[src/rtl/sqrt_pkg.sv]
// Shared definitions for the iterative square-root engine: default width,
// FSM state encoding and the partial-remainder width derivation.
package sqrt_pkg;

  localparam int SQRT_W = 32;

  typedef enum logic [1:0] {
    IDLE = 2'd0,
    CALC = 2'd1,
    FIX  = 2'd2
  } sqrt_state_e;

  // Signed partial remainder needs two bits of headroom above the trial term plus sign
  function automatic int sqrt_aw(input int w);
    return (w / 2) + 3;
  endfunction

endpackage

[src/rtl/addsub_cla.sv]
// N-bit combinational adder/subtractor built from 4-bit generate/propagate
// groups with a group-level carry lookahead; subtract inverts b and sets cin.
module addsub_cla #(
  parameter int N = 19
) (
  input  logic [N-1:0] a,
  input  logic [N-1:0] b,
  input  logic         sub,
  output logic [N-1:0] sum
);

  localparam int NG = (N + 3) / 4;

  logic [N-1:0] b_s;
  logic [N-1:0] p_s;
  logic [N-2:0] g_s;
  logic [N-1:0] c_s;
  logic [NG-2:0] gg_s;
  logic [NG-2:0] gp_s;
  logic [NG-1:0] gc_s;

  // Per-bit generate/propagate; the top bit never produces a used carry
  always_comb begin
    b_s = sub ? ~b : b;
    p_s = a ^ b_s;
    g_s = a[N-2:0] & b_s[N-2:0];
  end

  // Group generate/propagate for every group that feeds a higher group
  always_comb begin
    logic gacc;
    logic pacc;
    gg_s = '0;
    gp_s = '0;
    gacc = 1'b0;
    pacc = 1'b1;
    for (int k = 0; k < NG - 1; k++) begin
      gacc = 1'b0;
      pacc = 1'b1;
      for (int j = 3; j >= 0; j--) begin
        gacc = gacc | (pacc & g_s[4*k+j]);
        pacc = pacc & p_s[4*k+j];
      end
      gg_s[k] = gacc;
      gp_s[k] = pacc;
    end
  end

  // Group carry-ins as flat sum-of-products over lower groups and cin
  always_comb begin
    logic cacc;
    logic pacc;
    gc_s = '0;
    cacc = 1'b0;
    pacc = 1'b1;
    for (int k = 0; k < NG; k++) begin
      cacc = 1'b0;
      pacc = 1'b1;
      for (int j = k - 1; j >= 0; j--) begin
        cacc = cacc | (pacc & gg_s[j]);
        pacc = pacc & gp_s[j];
      end
      gc_s[k] = cacc | (pacc & sub);
    end
  end

  // Bit carries inside each group from that group's carry-in
  always_comb begin
    logic cacc;
    logic pacc;
    c_s  = '0;
    cacc = 1'b0;
    pacc = 1'b1;
    for (int n = 0; n < N; n++) begin
      cacc = 1'b0;
      pacc = 1'b1;
      for (int j = (n % 4) - 1; j >= 0; j--) begin
        cacc = cacc | (pacc & g_s[n-(n%4)+j]);
        pacc = pacc & p_s[n-(n%4)+j];
      end
      c_s[n] = cacc | (pacc & gc_s[n/4]);
    end
    sum = p_s ^ c_s;
  end

endmodule

[src/rtl/sqrt_nr_iter.sv]
// Non-restoring integer square root: one root bit per clock, then a single
// correction cycle that makes the remainder non-negative.
module sqrt_nr_iter
  import sqrt_pkg::*;
#(
  parameter int W = SQRT_W
) (
  input  logic           clk,
  input  logic           rst_n,
  input  logic           start,
  input  logic [W-1:0]   radicand,
  output logic           ready,
  output logic           valid,
  output logic [W/2-1:0] root,
  output logic [W/2:0]   rem
);

  localparam int H  = W / 2;
  localparam int AW = sqrt_aw(W);
  localparam int CW = $clog2(H);
  localparam logic [CW-1:0] CNT_LOAD = CW'(H - 1);
  localparam logic [CW-1:0] CNT_ONE  = CW'(1);

  sqrt_state_e   state_r;
  sqrt_state_e   state_nx_s;
  logic [W-1:0]  rad_r;
  logic [AW-1:0] r_r;
  logic [H-1:0]  q_r;
  logic [CW-1:0] cnt_r;
  logic [AW-1:0] op_a_s;
  logic [AW-1:0] op_b_s;
  logic [AW-1:0] sum_s;
  logic          sub_s;
  logic          accept_s;

  assign accept_s = start & ready;

  // Next-state logic
  always_comb begin
    state_nx_s = state_r;
    case (state_r)
      IDLE: begin
        if (accept_s) state_nx_s = CALC;
        else          state_nx_s = IDLE;
      end
      CALC: begin
        if (cnt_r == '0) state_nx_s = FIX;
        else             state_nx_s = CALC;
      end
      FIX:     state_nx_s = IDLE;
      default: state_nx_s = IDLE;
    endcase
  end

  // Operand mux for the shared adder: trial step in CALC, correction in FIX
  always_comb begin
    op_a_s = r_r;
    op_b_s = '0;
    sub_s  = 1'b0;
    case (state_r)
      CALC: begin
        op_a_s = {r_r[AW-3:0], rad_r[W-1 -: 2]};
        sub_s  = ~r_r[AW-1];
        if (r_r[AW-1]) op_b_s = {1'b0, q_r, 2'b11};
        else           op_b_s = {1'b0, q_r, 2'b01};
      end
      FIX: begin
        op_a_s = r_r;
        op_b_s = {2'b00, q_r, 1'b1};
        sub_s  = 1'b0;
      end
      default: begin
        op_a_s = r_r;
        op_b_s = '0;
        sub_s  = 1'b0;
      end
    endcase
  end

  addsub_cla #(.N(AW)) u_addsub (
    .a   (op_a_s),
    .b   (op_b_s),
    .sub (sub_s),
    .sum (sum_s)
  );

  // State register
  always_ff @(posedge clk or negedge rst_n) begin
    if (!rst_n) state_r <= IDLE;
    else        state_r <= state_nx_s;
  end

  // Datapath and output registers
  always_ff @(posedge clk or negedge rst_n) begin
    if (!rst_n) begin
      rad_r <= '0;
      r_r   <= '0;
      q_r   <= '0;
      cnt_r <= '0;
      ready <= 1'b1;
      valid <= 1'b0;
      root  <= '0;
      rem   <= '0;
    end else begin
      ready <= (state_nx_s == IDLE);
      valid <= 1'b0;
      case (state_r)
        IDLE: begin
          if (accept_s) begin
            rad_r <= radicand;
            r_r   <= '0;
            q_r   <= '0;
            cnt_r <= CNT_LOAD;
          end
        end
        CALC: begin
          r_r   <= sum_s;
          q_r   <= {q_r[H-2:0], ~sum_s[AW-1]};
          rad_r <= {rad_r[W-3:0], 2'b00};
          cnt_r <= cnt_r - CNT_ONE;
        end
        FIX: begin
          if (r_r[AW-1]) r_r <= sum_s;
          else           r_r <= r_r;
          root  <= q_r;
          rem   <= r_r[AW-1] ? sum_s[H:0] : r_r[H:0];
          valid <= 1'b1;
        end
        default: begin
        end
      endcase
    end
  end

endmodule

[config.mk]
export PLATFORM = sky130hd
export DESIGN_NAME = sqrt_nr_iter
export DESIGN_NICKNAME = d
export VERILOG_FILES = /design/src/rtl/sqrt_pkg.sv /design/src/rtl/addsub_cla.sv /design/src/rtl/sqrt_nr_iter.sv
export SDC_FILE = /design/constraint.sdc
export NUM_CORES = 1
export LEC_CHECK = 0
export ABC_AREA = 1
export CAP_MARGIN = 20
export CORE_AREA = 2 2 126 128
export DETAILED_ROUTE_END_ITERATION = 6
export DIE_AREA = 0 0 128 130
export DONT_BUFFER_PORTS = 1
export GPL_ROUTABILITY_DRIVEN = 0
export PLACE_DENSITY = 0.55
export RECOVER_POWER = 25
export SLEW_MARGIN = 20
export SYNTH_ARGS = -nofsm -noshare
export SYNTH_HDL_FRONTEND = slang
export SYNTH_SLANG_ARGS = --single-unit
[constraint.sdc]
create_clock -name clk -period 3 [get_ports clk]
set_input_delay 0.3 -clock clk [delete_from_list [all_inputs] [get_ports clk]]
set_output_delay 0.3 -clock clk [all_outputs]
set_load 0.02 [all_outputs]
==> run metrics <==
PwrDens between 1000 and 1500 mW/mm^2; DR vias/cell 5.17; Syn Area/Cell between 7 and 8 um^2; synthesized net count around 800; first-pass GRT wire length 25500 um; Comb power frac 63.0%; reg2reg start state_r[1]; gr usage total 19.5%; Syn Inst Count around 760; Final Hold Viols 0; Seq pwr share between 20% and 30%; P&R area growth vs syn 21.8%; drt initial violations approximately 280; layout cells sized above 1 roughly a fifth; CTS sink count 108; Max stage delay cell, worst path fa_1; capturing point of the worst reg2reg path rem[16]; core box area about 0.015 mm^2; setup_tns -0.258 ns; Routed WL roughly 15000 um; total grt overflow 0; M1 GR Usage about 24%; VDD IR max between 0.5 and 0.6 mV; final setup violating endpoints 8; Worst Path Required approximately 3.3 ns; TritonCTS clock tree yes; final worst path period share 102%; CTS Root Cell clkbuf_16; min cycle time layout about 3 ns; WP buf/inv 5; Power Internal between 5 and 6 mW; clk_lat worst skew approximately 0.36 ns; I/O pin count 70; placed insts 980; Design Area, Final ~0.0073 mm^2; initial core utilization 38.7%; Slew HR -3.19%; DRC Markers 0; sequential fraction of the synthesis area between 40% and 50%; R2R Setup Slk -0.06 ns; number of cell rows between 40 and 50; Startpoint Class flip-flop; fin nets between 800 and 900; Fmax about 330 MHz; Post-Layout Cell Count 1014; DP Area about 0.0066 mm^2; failing checks slew limit, setup timing; Hold WC Path Type input port to flip-flop; CP Depth 19; skew final 0.00774 ns; count of port buffers added during placement 0; critical path capture point rem[16]; GR Util met3 between 3 and 4%; antenna cells 0; worst-margin pin slew between 1.5 and 2 ns; most used routing layer met2; #FFs+latches synth roughly 110; Switch Pwr ~4.6 mW; wire per inst 15.2 um; Switching Fraction about 46%; RSZ-0062 raised after global routing true; Clk pin slew, worst setup/hold paths 0.07 ns; CTS HTree Levels 3; crit end category flip-flop; FF/Latch Area about 0.0027 mm^2; worst setup margin -0.0585 ns; initial antenna violation count 0; post-detail-place hpwl roughly 11000 um; Die Ht between 100 and 150 um; most frequent CP cell nand2_2; multi-input logic area roughly 0.003 mm^2; DR vias 5242; post-route ant nets 0; die width roughly 130 um; MaxCap Viol Count 0; WP data arrival roughly 3.3 ns; vias in the first global route ~5.3k; CP peak stage delay 0.45 ns; Final Util 47.2%; Pleak 3.54 nW; total power about 9.9 mW; CP Class flip-flop to flip-flop; DRT Pass-1 Iters 7; synthesized area 0.00598 mm^2; GR Util met2 roughly a third; CTS Buffer Depth 2; Top delay family on crit path adder cells; crit path from state_r[1]; outcome complete, but fails checks; Fillers roughly 1.5k; crit-path cells inv_2, buf_4, ha_4, inv_8, a21oi_4, xor2_1, ha_1, buf_4, nand2_1, nand2_2, nand2_2, nand2_2, nand2_2, nand2_1, nor2_1, nand2_2, inv_2, fa_1, o221ai_2; synth unique cells 36; Crit Path Max Fanout 11; R2R cell count 19; largest net degree at the start of global routing ~110; clock share of power approximately 12%; fin. max-slew vios approximately 110; Syn. warnings 0; die area roughly 0.017 mm^2; CTS Buf Count 9
-- routing by layer --
layer	wire length [um]	vias up
met5	0	-
met1	6620	2510
met4	466	0
met2	7650	140
met3	641	33
li1	-	2559
-- stage by stage --
step | setup WS (ns) | hold slack, ns
final | -0.0585 | 0.0835
after global placement | -0.177 | 0.00780
after floorplan | 0.00383 | 0.00441
after detailed placement | -0.254 | 0.00912
after global routing | -0.229 | 0.0862
after CTS | -0.0135 | 0.0700
-- power by group through the flow --
stage	logic, mW	clock network (mW)	registers (mW)
2_1_floorplan	3.76	0	2.43
6_report	6.27	1.15	2.52
3_3_place_gp	5.25	0	2.53
5_1_grt	7.03	1.22	2.59
3_5_place_dp	5.40	0	2.55
4_1_cts	5.87	1.18	2.53
-- synthesized netlist by cell type (all sizes together) --
cell type	instances	area, um^2
a21oi	20	115
a221oi	2	17.5
a22o	1	8.76
a31oi	33	206
and2	1	6.26
buf	25	151
clkbuf	12	45.0
dfrtp	107	2680
dfstp	1	26.3
fa	4	80.1
ha	23	288
inv	87	327
nand2	254	958
nand3	26	130
nand3b	4	30.0
nand4	1	6.26
nor2	48	188
nor3	3	15.0
nor4	1	6.26
o211ai	1	7.51
o21ai	54	274
o21bai	2	15.0
o221ai	10	87.6
o22ai	11	68.8
o31ai	4	30.0
xnor2	1	8.76
xor2	23	201
-- layout by cell type (no fill, tap or decap), drive strengths merged --
cell,instances
dlygate4sd3,1
o21ai,54
o22ai,11
xor2,23
a22o,1
and2,1
nor4,1
a221oi,2
ha,23
nand4,1
nand3b,4
dfrtp,107
o21bai,2
nor3,3
clkinv,4
buf,82
fa,4
o211ai,1
nand2,254
inv,87
o31ai,4
clkbuf,13
o221ai,10
a21oi,20
a31oi,33
xnor2,1
nand3,26
dfstp,1
nor2,48
-- worst min-delay path by stage --
stage | startpoint | endpoint | slack, ns | cells past startpoint
6_report | radicand[26] | rad_r[26] | 0.08 | 2
5_1_grt | radicand[16] | rad_r[16] | 0.09 | 2
4_1_cts | radicand[1] | rad_r[1] | 0.07 | 2
3_5_place_dp | rst_n | root[10] | 0.009 | 0
2_1_floorplan | rst_n | cnt_r[0] | 0.004 | 0
3_3_place_gp | rst_n | root[8] | 0.008 | 0
-- worst register-to-register path, cell delays in order, from the launching register on --
cell and delay [ns]:
dfrtp_1 0.38, inv_2 0.06, buf_4 0.14, ha_4 0.29
inv_8 0.06, a21oi_4 0.12, xor2_1 0.17, ha_1 0.28
buf_4 0.15, nand2_1 0.07, nand2_2 0.07, nand2_2 0.07
nand2_2 0.07, nand2_2 0.05, nand2_1 0.05, nor2_1 0.13
nand2_2 0.09, inv_2 0.06, fa_1 0.45, o221ai_2 0.21
-- state kept, by name, indices dropped and copies added, names as in the netlist --
signal / cells
ready: 1
rad_r: 32
q_r: 16
root: 16
rem: 17
cnt_r: 4
r_r: 19
state_r: 2
valid: 1
-- cells by family after synthesis --
family	share of synthesized area, %
flops	45.2
buf+inv	8.75
simple gates	22.4
fa+ha+maj	6.16
compound gates	13.9
xor+xnor	3.52
-- what timing repair did --
| action | CTS | global route |
|---|---|---|
| hold buffers | 2 | 0 |
| endpoints found under the hold margin | 108 | 0 |
| endpoints found under the setup margin | 15 | 28 |
| gates resized for setup | 45 | 38 |
| pin swaps | 24 | 25 |
| setup buffers | 11 | 5 |
| cloned | 0 | 0 |
-- final cells by class --
cell class,count,share of cell area (%)
tap,192,3.30
sequential,108,37.1
timing repair buffer,84,9.92
multi-input combinational,527,41.1
clock inverter,4,0.481
clock buffer,12,3.39
inverter,87,4.73
Power figures use the tool's default switching activity.
